$ cat config.mk
export PLATFORM = sky130hd
export DESIGN_NAME = hash_request_scheduler_flat
export DESIGN_NICKNAME = d
export VERILOG_FILES = /design/src/rtl/hash_request_scheduler_pkg.sv /design/src/rtl/hash_request_scheduler_if.sv /design/src/rtl/hash_request_scheduler_rr_arbiter.sv /design/src/rtl/hash_request_scheduler.sv /design/src/flat_wrapper.sv
export SDC_FILE = /design/constraint.sdc
export NUM_CORES = 1
export LEC_CHECK = 0
export BUFFER_PORTS_ARGS = -buffer_cell sky130_fd_sc_hd__buf_4
export CORE_MARGIN = 1.5
export CORE_UTILIZATION = 30
export DETAILED_ROUTE_END_ITERATION = 10
export PLACE_DENSITY = 0.54
export SLEW_MARGIN = 20
export SYNTH_ARGS = -nofsm -noshare
export SYNTH_HDL_FRONTEND = slang
export SYNTH_SLANG_ARGS = --single-unit
$ cat constraint.sdc
create_clock -name clk -period 5.25 [get_ports clk]
set_input_delay 1.05 -clock clk [delete_from_list [all_inputs] [get_ports clk]]
set_output_delay 1.05 -clock clk [all_outputs]
set_load 0.005 [all_outputs]
$ cat src/rtl/hash_request_scheduler_pkg.sv
// ---------------------------------------------------------------------------
// hash_request_scheduler_pkg
// Shared definitions for the hash request scheduler slice.
//   op_t      : 2-bit operation code carried from requesters to the controller
//   status_t  : 4-bit status {key_already_present, no_element_found,
//               no_write_space, no_deletion_target}
//   state_t   : scheduler FSM states
// ---------------------------------------------------------------------------
package hash_request_scheduler_pkg;

    typedef logic [1:0] op_t;

    localparam op_t OP_NOTHING = 2'b00;
    localparam op_t OP_READ    = 2'b01;
    localparam op_t OP_WRITE   = 2'b10;
    localparam op_t OP_DELETE  = 2'b11;

    typedef logic [3:0] status_t;

    localparam status_t STATUS_OK = 4'b0000;

    typedef enum logic [1:0] {
        ST_IDLE  = 2'd0,
        ST_FETCH = 2'd1,
        ST_EXEC  = 2'd2,
        ST_RESP  = 2'd3
    } state_t;

endpackage

$ cat src/rtl/hash_request_scheduler_if.sv
// ---------------------------------------------------------------------------
// hash_request_scheduler_if
// Bundles the requester handshake, the table/controller side and busy.
//   req_valid_i/req_ready_o/req_op_i/req_key_i/req_data_i : per-port requests
//   rsp_valid_o/rsp_ready_i/rsp_data_o/rsp_status_o       : per-port responses
//   tbl_key_o/tbl_data_o/tbl_lookup_o/tbl_op_o            : table operands
//   ctl_read_data_i/ctl_status_i                          : controller results
//   busy_o                                                : transaction active
// slave  : the scheduler's view; master : the surrounding system's view.
// ---------------------------------------------------------------------------
interface hash_request_scheduler_if #(
    parameter int NUM_REQUESTERS = 4,
    parameter int KEY_WIDTH      = 2,
    parameter int DATA_WIDTH     = 32
);
    import hash_request_scheduler_pkg::*;

    logic [NUM_REQUESTERS-1:0]                 req_valid_i;
    logic [NUM_REQUESTERS-1:0]                 req_ready_o;
    logic [NUM_REQUESTERS-1:0][1:0]            req_op_i;
    logic [NUM_REQUESTERS-1:0][KEY_WIDTH-1:0]  req_key_i;
    logic [NUM_REQUESTERS-1:0][DATA_WIDTH-1:0] req_data_i;
    logic [NUM_REQUESTERS-1:0]                 rsp_valid_o;
    logic [NUM_REQUESTERS-1:0]                 rsp_ready_i;
    logic [DATA_WIDTH-1:0]                     rsp_data_o;
    status_t                                   rsp_status_o;
    logic [KEY_WIDTH-1:0]                      tbl_key_o;
    logic [DATA_WIDTH-1:0]                     tbl_data_o;
    logic                                      tbl_lookup_o;
    op_t                                       tbl_op_o;
    logic [DATA_WIDTH-1:0]                     ctl_read_data_i;
    status_t                                   ctl_status_i;
    logic                                      busy_o;

    modport slave (
        input  req_valid_i, req_op_i, req_key_i, req_data_i, rsp_ready_i,
               ctl_read_data_i, ctl_status_i,
        output req_ready_o, rsp_valid_o, rsp_data_o, rsp_status_o,
               tbl_key_o, tbl_data_o, tbl_lookup_o, tbl_op_o, busy_o
    );

    modport master (
        output req_valid_i, req_op_i, req_key_i, req_data_i, rsp_ready_i,
               ctl_read_data_i, ctl_status_i,
        input  req_ready_o, rsp_valid_o, rsp_data_o, rsp_status_o,
               tbl_key_o, tbl_data_o, tbl_lookup_o, tbl_op_o, busy_o
    );

endinterface

$ cat src/rtl/hash_request_scheduler_rr_arbiter.sv
// ---------------------------------------------------------------------------
// rr_arbiter
// Purely combinational round-robin pick.
//   i_req       : request vector
//   i_lastGrant : index of the most recently served requester
//   o_grant     : one-hot winner (zero when nothing requests)
//   o_grantIdx  : binary index of the winner
// Search starts one past i_lastGrant and wraps around.
// ---------------------------------------------------------------------------
module rr_arbiter #(
    parameter  int N  = 4,
    localparam int IW = $clog2(N)
) (
    input  logic [N-1:0]  i_req,
    input  logic [IW-1:0] i_lastGrant,
    output logic [N-1:0]  o_grant,
    output logic [IW-1:0] o_grantIdx
);

    logic          w_found;
    logic [IW-1:0] w_idx;

    // Walk the ports in rotated order; the first requesting one wins.
    always_comb begin
        o_grant    = '0;
        o_grantIdx = '0;
        w_found    = 1'b0;
        w_idx      = '0;
        for (int i = 1; i <= N; i++) begin
            w_idx = IW'((int'(i_lastGrant) + i) % N);
            if (!w_found && i_req[w_idx]) begin
                w_found        = 1'b1;
                o_grant[w_idx] = 1'b1;
                o_grantIdx     = w_idx;
            end
        end
    end

endmodule

$ cat src/rtl/hash_request_scheduler.sv
// ---------------------------------------------------------------------------
// hash_request_scheduler
// Serialises requests from NUM_REQUESTERS ports onto a single hash table
// controller, one transaction at a time: grant -> FETCH (table read latency)
// -> EXEC (one-cycle op to controller) -> RESP (hold until consumed).
//   clk    : clock
//   reset  : asynchronous active-low reset
//   clk_en : global clock enable, low freezes all state
//   bus    : hash_request_scheduler_if.slave (requests, responses, table)
// ---------------------------------------------------------------------------
module hash_request_scheduler
    import hash_request_scheduler_pkg::*;
#(
    parameter int NUM_REQUESTERS = 4,
    parameter int KEY_WIDTH      = 2,
    parameter int DATA_WIDTH     = 32,
    parameter int LOOKUP_LATENCY = 2
) (
    input logic                     clk,
    input logic                     reset,
    input logic                     clk_en,
    hash_request_scheduler_if.slave bus
);

    localparam int IW = $clog2(NUM_REQUESTERS);
    localparam int CW = $clog2(LOOKUP_LATENCY + 1);
    // FETCH lasts LOOKUP_LATENCY-1 cycles, so the counter leaves at LL-2.
    localparam logic [CW-1:0] FETCH_LAST = CW'((LOOKUP_LATENCY > 1) ? LOOKUP_LATENCY - 2 : 0);

    state_t                  r_state;
    state_t                  w_nextState;
    logic [IW-1:0]           r_lastGrant;
    logic [IW-1:0]           r_grantIdx;
    logic [CW-1:0]           r_fetchCnt;
    op_t                     r_op;
    logic [KEY_WIDTH-1:0]    r_key;
    logic [DATA_WIDTH-1:0]   r_data;
    logic [DATA_WIDTH-1:0]   r_rspData;
    status_t                 r_rspStatus;
    logic [NUM_REQUESTERS-1:0] w_arbGrant;
    logic [IW-1:0]           w_arbIdx;
    logic                    w_grantCycle;
    logic                    w_rspDone;

    rr_arbiter #(.N(NUM_REQUESTERS)) u_arbiter (
        .i_req       (bus.req_valid_i),
        .i_lastGrant (r_lastGrant),
        .o_grant     (w_arbGrant),
        .o_grantIdx  (w_arbIdx)
    );

    // The reset term keeps ready/lookup low while reset is held, since the
    // state register already sits in IDLE during reset.
    assign w_grantCycle = reset && clk_en && (r_state == ST_IDLE) && (|bus.req_valid_i);
    assign w_rspDone    = clk_en && (r_state == ST_RESP) && bus.rsp_ready_i[r_grantIdx];

    // State register.
    always_ff @(posedge clk or negedge reset) begin
        if (!reset) begin
            r_state <= ST_IDLE;
        end else if (clk_en) begin
            r_state <= w_nextState;
        end
    end

    // Next-state logic.
    always_comb begin
        w_nextState = r_state;
        case (r_state)
            ST_IDLE:  if (w_grantCycle) w_nextState = (LOOKUP_LATENCY == 1) ? ST_EXEC : ST_FETCH;
            ST_FETCH: if (r_fetchCnt == FETCH_LAST) w_nextState = ST_EXEC;
            ST_EXEC:  w_nextState = ST_RESP;
            ST_RESP:  if (bus.rsp_ready_i[r_grantIdx]) w_nextState = ST_IDLE;
            default:  w_nextState = ST_IDLE;
        endcase
    end

    // Output logic. The table key/data are bypassed from the winner during
    // the grant cycle so they line up with the lookup pulse.
    always_comb begin
        bus.req_ready_o  = w_grantCycle ? w_arbGrant : '0;
        bus.tbl_lookup_o = w_grantCycle;
        bus.tbl_key_o    = w_grantCycle ? bus.req_key_i[w_arbIdx]  : r_key;
        bus.tbl_data_o   = w_grantCycle ? bus.req_data_i[w_arbIdx] : r_data;
        bus.tbl_op_o     = ((r_state == ST_EXEC) && clk_en) ? r_op : OP_NOTHING;
        bus.busy_o       = (r_state != ST_IDLE);
        bus.rsp_valid_o  = '0;
        if (r_state == ST_RESP) begin
            bus.rsp_valid_o[r_grantIdx] = 1'b1;
        end
        bus.rsp_data_o   = r_rspData;
        bus.rsp_status_o = r_rspStatus;
    end

    // Transaction datapath: latch the winner, run the fetch counter, capture
    // the controller result, and advance the round-robin pointer on completion.
    always_ff @(posedge clk or negedge reset) begin
        if (!reset) begin
            r_lastGrant <= IW'(NUM_REQUESTERS - 1);
            r_grantIdx  <= '0;
            r_fetchCnt  <= '0;
            r_op        <= OP_NOTHING;
            r_key       <= '0;
            r_data      <= '0;
            r_rspData   <= '0;
            r_rspStatus <= STATUS_OK;
        end else if (clk_en) begin
            if (w_grantCycle) begin
                r_op       <= bus.req_op_i[w_arbIdx];
                r_key      <= bus.req_key_i[w_arbIdx];
                r_data     <= bus.req_data_i[w_arbIdx];
                r_grantIdx <= w_arbIdx;
            end
            if (r_state == ST_FETCH) begin
                r_fetchCnt <= (r_fetchCnt == FETCH_LAST) ? '0 : r_fetchCnt + CW'(1);
            end
            if (r_state == ST_EXEC) begin
                r_rspData   <= bus.ctl_read_data_i;
                r_rspStatus <= (r_op == OP_NOTHING) ? STATUS_OK : bus.ctl_status_i;
            end
            if (w_rspDone) begin
                r_lastGrant <= r_grantIdx;
            end
        end
    end

endmodule
$ cat src/flat_wrapper.sv
// flat-port wrapper written by rule: the top's interface ports become plain ports
module hash_request_scheduler_flat import hash_request_scheduler_pkg::*;
#(
    parameter int NUM_REQUESTERS = 4,
    parameter int KEY_WIDTH      = 2,
    parameter int DATA_WIDTH     = 32,
    parameter int LOOKUP_LATENCY = 2
)
  (clk, reset, clk_en, bus_req_valid_i, bus_req_op_i, bus_req_key_i, bus_req_data_i, bus_rsp_ready_i, bus_ctl_read_data_i, bus_ctl_status_i, bus_req_ready_o, bus_rsp_valid_o, bus_rsp_data_o, bus_rsp_status_o, bus_tbl_key_o, bus_tbl_data_o, bus_tbl_lookup_o, bus_tbl_op_o, bus_busy_o);
  hash_request_scheduler_if #(.NUM_REQUESTERS(NUM_REQUESTERS), .KEY_WIDTH(KEY_WIDTH), .DATA_WIDTH(DATA_WIDTH)) bus_i ();
  input logic clk;
  input logic reset;
  input logic clk_en;
  input wire logic [$bits(bus_i.req_valid_i)-1:0] bus_req_valid_i;
  input wire logic [$bits(bus_i.req_op_i)-1:0] bus_req_op_i;
  input wire logic [$bits(bus_i.req_key_i)-1:0] bus_req_key_i;
  input wire logic [$bits(bus_i.req_data_i)-1:0] bus_req_data_i;
  input wire logic [$bits(bus_i.rsp_ready_i)-1:0] bus_rsp_ready_i;
  input wire logic [$bits(bus_i.ctl_read_data_i)-1:0] bus_ctl_read_data_i;
  input wire logic [$bits(bus_i.ctl_status_i)-1:0] bus_ctl_status_i;
  output wire logic [$bits(bus_i.req_ready_o)-1:0] bus_req_ready_o;
  output wire logic [$bits(bus_i.rsp_valid_o)-1:0] bus_rsp_valid_o;
  output wire logic [$bits(bus_i.rsp_data_o)-1:0] bus_rsp_data_o;
  output wire logic [$bits(bus_i.rsp_status_o)-1:0] bus_rsp_status_o;
  output wire logic [$bits(bus_i.tbl_key_o)-1:0] bus_tbl_key_o;
  output wire logic [$bits(bus_i.tbl_data_o)-1:0] bus_tbl_data_o;
  output wire logic [$bits(bus_i.tbl_lookup_o)-1:0] bus_tbl_lookup_o;
  output wire logic [$bits(bus_i.tbl_op_o)-1:0] bus_tbl_op_o;
  output wire logic [$bits(bus_i.busy_o)-1:0] bus_busy_o;
  assign bus_i.req_valid_i = bus_req_valid_i;
  assign bus_i.req_op_i = bus_req_op_i;
  assign bus_i.req_key_i = bus_req_key_i;
  assign bus_i.req_data_i = bus_req_data_i;
  assign bus_i.rsp_ready_i = bus_rsp_ready_i;
  assign bus_i.ctl_read_data_i = bus_ctl_read_data_i;
  assign bus_i.ctl_status_i = bus_ctl_status_i;
  assign bus_req_ready_o = bus_i.req_ready_o;
  assign bus_rsp_valid_o = bus_i.rsp_valid_o;
  assign bus_rsp_data_o = bus_i.rsp_data_o;
  assign bus_rsp_status_o = bus_i.rsp_status_o;
  assign bus_tbl_key_o = bus_i.tbl_key_o;
  assign bus_tbl_data_o = bus_i.tbl_data_o;
  assign bus_tbl_lookup_o = bus_i.tbl_lookup_o;
  assign bus_tbl_op_o = bus_i.tbl_op_o;
  assign bus_busy_o = bus_i.busy_o;
  hash_request_scheduler #(.NUM_REQUESTERS(NUM_REQUESTERS), .KEY_WIDTH(KEY_WIDTH), .DATA_WIDTH(DATA_WIDTH), .LOOKUP_LATENCY(LOOKUP_LATENCY)) u_core (.clk(clk), .reset(reset), .clk_en(clk_en), .bus(bus_i));
endmodule
# --- Word level (Yosys, flattened, before mapping) ---
# Cells that the tools add are included.
# W data, S select, Z words.
totals:
  ff_bits: 80
  wordCells: 109
  input_bits: 191
op_classes:
  order_cmp: 11
  n_reduce_logical: 27
  n_eq_ne: 6
  n_mux: 48
  bitwise: 3
  addsub: 5
ops:
  columns: ["op", "count"]
  rows:
  - ["$bmux W32 S2", 1]
  - ["$mux W32", 2]
  - ["$mux W4", 7]
  - ["$mux W2", 12]
  - ["$lt A2 B3 Y1 const B", 6]
  - ["$logic_and A1 B1 Y1", 14]
  - ["$mux W1", 13]
  - ["$or A4 B4 Y4", 3]
  - ["$bmux W1 S2", 5]
  - ["$demux W1 S2", 5]
  - ["$ge A2 B1 Y1 const B", 5]
  - ["$bmux W2 S2", 2]
  - ["$pmux W2 S4", 1]
  - ["$reduce_and A2 Y1", 4]
  - ["$add A2 B1 Y2 const B", 3]
  - ["$logic_not A2 Y1", 3]
  - ["$ne A2 B1 Y1 const B", 3]
  - ["$add A2 B2 Y2 const B", 2]
  - ["$eq A2 B2 Y1 const B", 2]
  - ["$reduce_and A4 Y1", 1]
  - ["$reduce_or A4 Y1", 1]
  - ["$logic_not A1 Y1", 3]
  - ["$eq A2 B1 Y1 const B", 1]
  - ["$reduce_bool A2 Y1", 1]

# --- Logic depth before layout (Yosys ltp) ---
depth:
  word_depth: 16
  mapped_depth: 12

# --- Modules after synthesis ---
# From an unflattened synthesis, not the netlist that was laid out.
unflattened:
  cells_unflattened: 359
  hier_area_um2: 5064.9
modules_own_cells:
  columns: ["mod", "cells_per_inst", "instances", "area_per_inst_um2", "seq_area_each_um2"]
  rows:
  - ["hash_request_scheduler", 291, 1, 4519.3, 2004.4]
  - ["rr_arbiter", 68, 1, 545.5, 0.0]

# --- Worst setup path before layout ---
# OpenSTA, ideal clock, no wires.
synth_path:
  kind: "register to output"
  start: "register u_core.r_lastGrant[0]"
  end: "output bus_tbl_data_o[14]"
  stages_incl_launch_ff: 13
  t_required_ns: 4.200
  arrival_time_ns: 3.256
  slack_ns: 0.944
  cell_sequence: "dfstp_2 > buf_6 > clkinv_1 > ha_1 > buf_6 > mux2i_1 > mux2i_4 > a2111oi_4 > o32a_1 > buf_4 > buf_6 > a211oi_2 > o31ai_1"
synth_between:
  elab_chain_cells: 16
  elab_cells_between_ends: 28
  cone_classes: "add/sub (4); mux (18); reduce/logical (6)"
synth_lines:
  columns: ["element", "line_no", "source"]
  rows:
  - ["start, declared", "hash_request_scheduler.sv:32", "logic [IW-1:0] r_lastGrant;"]
  - ["start signal, assigned", "hash_request_scheduler.sv:99", "r_lastGrant <= IW'(NUM_REQUESTERS - 1);"]
  - ["start signal, assigned", "hash_request_scheduler.sv:122", "r_lastGrant <= r_grantIdx;"]
  - ["$add A2 B1 Y2", "hash_request_scheduler_rr_arbiter.sv:30", "w_idx = IW'((int'(i_lastGrant) + i) % N);"]
  - ["$bmux W1 S2", "hash_request_scheduler_rr_arbiter.sv:31", "if (!w_found && i_req[w_idx]) begin"]
  - ["$mux W1 (not written as such)", "hash_request_scheduler_rr_arbiter.sv:31", null]
  - ["$mux W1", "hash_request_scheduler_rr_arbiter.sv:31", null]
  - ["$logic_not A1 Y1", "hash_request_scheduler_rr_arbiter.sv:31", null]
  - ["$logic_and A1 B1 Y1", "hash_request_scheduler_rr_arbiter.sv:31", null]
  - ["$mux W1", "hash_request_scheduler_rr_arbiter.sv:31", null]
  - ["$logic_not A1 Y1", "hash_request_scheduler_rr_arbiter.sv:31", null]
  - ["$logic_and A1 B1 Y1", "hash_request_scheduler_rr_arbiter.sv:31", null]
  - ["$mux W1", "hash_request_scheduler_rr_arbiter.sv:31", null]
  - ["$logic_not A1 Y1", "hash_request_scheduler_rr_arbiter.sv:31", null]
  - ["$logic_and A1 B1 Y1", "hash_request_scheduler_rr_arbiter.sv:31", null]
  - ["$mux W2 (*)", "hash_request_scheduler_rr_arbiter.sv:31", null]
  - ["$bmux W32 S2 (*)", "hash_request_scheduler.sv:84", "bus.tbl_data_o = w_grantCycle ? bus.req_data_i[w_arbIdx] : r_data;"]
  - ["$mux W32 (not written as such) (*)", "hash_request_scheduler.sv:84", null]
  - ["$mux W32 (*)", null, null]
  - ["end, declared", "flat_wrapper.sv:26", "output wire logic [$bits(bus_i.tbl_data_o)-1:0] bus_tbl_data_o;"]
# Mark *: on every way between the ends. The rest lies on a longest branch, timed or not. The select of a mux whose other input is x is not followed.

# --- Final worst setup path ---
layout_path:
  start: "register u_core.r_lastGrant[1]"
  end: "output bus_tbl_data_o[26]"
# The elaborated chain is that of the path after synthesis.

==> metrics.txt <==
ANT nets after route=0; initial antenna violation count=0; run status=finished, final reports clean; Hold Crit Class=reg2reg; Reg-to-Reg Start=u_core.r_lastGrant[1]; Vias=6,105; post-DP HPWL=~16,000 µm; worst path cell trace=inv_1 -> ha_4 -> mux4_2 -> nand2b_4 -> a21boi_0 -> o32a_4 -> buf_12 -> o21a_1 -> o31ai_1 -> buf_4; Yosys reg bits=80; count leader, synth=dfrtp_1; Power Internal=around 3.0 mW; area grow syn2layout=45.37%; Final min period=between 5 and 6 ns; Max Cap Viol=0; Seq pwr share=19.0%; Setup Skew=0.01130 ns; wire length of the first global-routing pass=34,700 µm; PD cells=~660 mW/mm²; Top Ports=273; leakage=a little under 4 nW; maximum buffer depth of the clock tree=2; cts bufs inserted=9; largest fanout on the critical path=53; critical path class=reg2out; Net Sw Frac=45.87%; Initial Util=between 30% and 40%; total global routing overflow=0; Synth Cell Area=~0.006 mm²; Hold Fails Final Rpt=0; crit path capture type=output pin; worst path required time=about 4.2 ns; Core Area=about 0.019 mm²; cell at the root of the clock tree=clkbuf_16; worst slack, placed=between 0.2 and 0.25 ns; PnR worst setup slack=between 0.2 and 0.25 ns; Comb pwr share=approximately two thirds; final non-filler cell area=between 0.008 and 0.009 mm²; overall routing resource usage=22.19%; Die ar.=0.02037 mm²; Synth Instances=~600; DIE WIDTH=about 140 µm; fin crit share=a little over nine tenths; Arrival @ worst endpoint=3.98 ns; number of nets in the layout=about 1,100; Setup violations, final=0; startpoint types=flop; top cell type by total area after synthesis=dfrtp_1; First DRT Iteration DRCs=302; Max Slew Vio Count=0; top-area cell type share of the netlist area=around 33%; RSZ-0062 raised after global routing=false; detailed-route DRC error count=0; Primary FF master, synth=dfrtp_1; Die Y=142.7 µm; most frequent cells after synthesis=78 x dfrtp_1, 70 x o31ai_1, 46 x nand2_1; Reg clk slew, reported paths=approximately 0.070 ns; peak supply drop=around 340 µV; Psw=2.575 mW; routed length per instance=between 20 and 25 µm; Seq/Total Area, Yosys=around a third; CTS tree=done; Worst Setup SP=u_core.r_lastGrant[1]; final setup TNS=0 ns; FFs w/ async S/R, synth=100.0%; layout cell share with drive strength beyond 1=between 40% and 50%; Clock Latency Late Sink=0.35 ns; drt pass-1 iters=5; IO buf count=272; largest net degree at the start of global routing=57; placed inst area=0.008132 mm²; final core occ=44.92%; CP peak stage delay=roughly 0.70 ns; vias in the first global route=around 6,200; Site Rows=50; slew margin rel.=55.60%; vias per inst=approximately 5.5; Mapped Avg Cell Area=around 9.7 µm²; syn nets=just over 800; Max Freq=between 0.15 and 0.2 GHz; Synth cell types=52; synth top area cells=dfrtp_1 33%, o31ai_1 9.0%, mux2_2 8.1%; Ys Warns=0; Diodes inserted=0; number of synthesized flops with an enable pin=0; htree depth=3; Worst-Margin Slew=~0.67 ns; clock power share=between 10% and 20%; Worst Hold Launch=u_core.r_data[3]; final wirelength=between 20,000 and 25,000 µm; # clock sinks=80; Worst path slowest cell=dfstp_4; routability cong.=roughly 0.83
[stage by stage]
stage	hold WS (ns)	total power, mW	std cells
6_report	0.4739	5.614	1109
5_1_grt	0.4919	6.052	1109
4_1_cts	0.4765	5.628	1108
3_5_place_dp	0.4611	4.846	1091
3_3_place_gp	0.4533	4.745	1091
2_1_floorplan	0.4423	3.559	602
[power by group through the flow]
stage	sequential [mW]	clock, mW	combinational [mW]
after floorplan	1.04	0	2.51
after global placement	1.05	0	3.69
after detailed placement	1.07	0	3.77
after CTS	1.06	0.753	3.81
after global routing	1.10	0.775	4.18
final	1.06	0.727	3.82
[logic make-up (layout without fill, tap and decap cells)]
family / Yosys count / after routing / share of synthesized area [%]
buf+inv: 67 / 313 / 5.425
fa+ha+maj: 15 / 15 / 3.204
simple gates: 106 / 107 / 9.526
mux: 48 / 48 / 9.953
compound gates: 286 / 286 / 37.68
flops: 80 / 80 / 34.22
[path summary, 6_finish.rpt]
path	to	slack (ns)	depth (start not counted)
min in group asynchronous	u_core.r_fetchCnt[0]	0.66	1
max	bus_tbl_data_o[26]	0.22	10
min reg2reg	u_core.r_data[3]	0.47	2
max in group asynchronous	u_core.r_data[22]	3.55	2
min	u_core.r_data[3]	0.47	2
max reg2reg	u_core.r_data[4]	1.71	9
[critical path, delay by kind of cell, from the launching register on]
| kind | cells | cell delay (ns) |
|---|---|---|
| flops | 1 | 0.70 |
| compound gates | 4 | 1.06 |
| buf+inv | 3 | 0.54 |
| mux | 1 | 0.63 |
| simple gates | 1 | 0.25 |
| fa+ha+maj | 1 | 0.37 |
[flip-flops by register name (all words and copies together), names as in the netlist]
signal / cells
u_core.r_grantIdx: 2
u_core.r_lastGrant: 2
u_core.r_op: 2
u_core.r_data: 32
u_core.bus.rsp_data_o: 32
u_core.bus.rsp_status_o: 4
u_core.r_fetchCnt: 2
u_core.r_key: 2
u_core.r_state: 2
[layer usage]
layer	GRT usage [%]	part of all wire, %	vias up
met5	0	0	-
met4	5.100	0.83	0
met3	5.600	8.8	14
met2	38.15	48	284
met1	27.89	42	2954
li1	-	-	2853
[final cells by class]
class	instances	area [µm²]
Fill cell	1864	10440
Timing Repair Buffer	289	2220
Inverter	8	30.03
Multi-Input combinational cell	456	3601
Clock buffer	9	225.2
Clock inverter	7	106.4
Tap cell	260	325.3
Sequential cell	80	2008
[timing repair]
action | CTS | global route
gates resized for setup | 3 | 3
cloned | 1 | 0
setup endpoints to repair | 27 | 34
hold buffers | 0 | 0
pin swaps | 0 | 0
buffers inserted | 0 | 1
[cells in the final DEF, fill, tap and decap left out, drive strengths merged, types with 2 or more instances in the layout]
cell,Yosys,layout
o2111ai,2,2
o21bai,2,2
bufinv,0,2
a211oi,36,36
o31ai,70,70
mux2,42,42
a22o,4,4
ha,15,15
a31oi,36,36
and3,39,39
mux4,3,3
dfrtp,78,78
mux2i,3,3
a21boi,39,39
nand2,48,48
nor2,3,3
nor2b,4,4
a32oi,2,2
o22ai,36,36
nand2b,5,6
a221o,4,4
buf,21,289
clkbuf,38,9
o21ai,8,8
inv,7,12
dfstp,2,2
o21a,36,36
a21oi,7,7
Note: power is estimated with default switching activity, not from simulation.
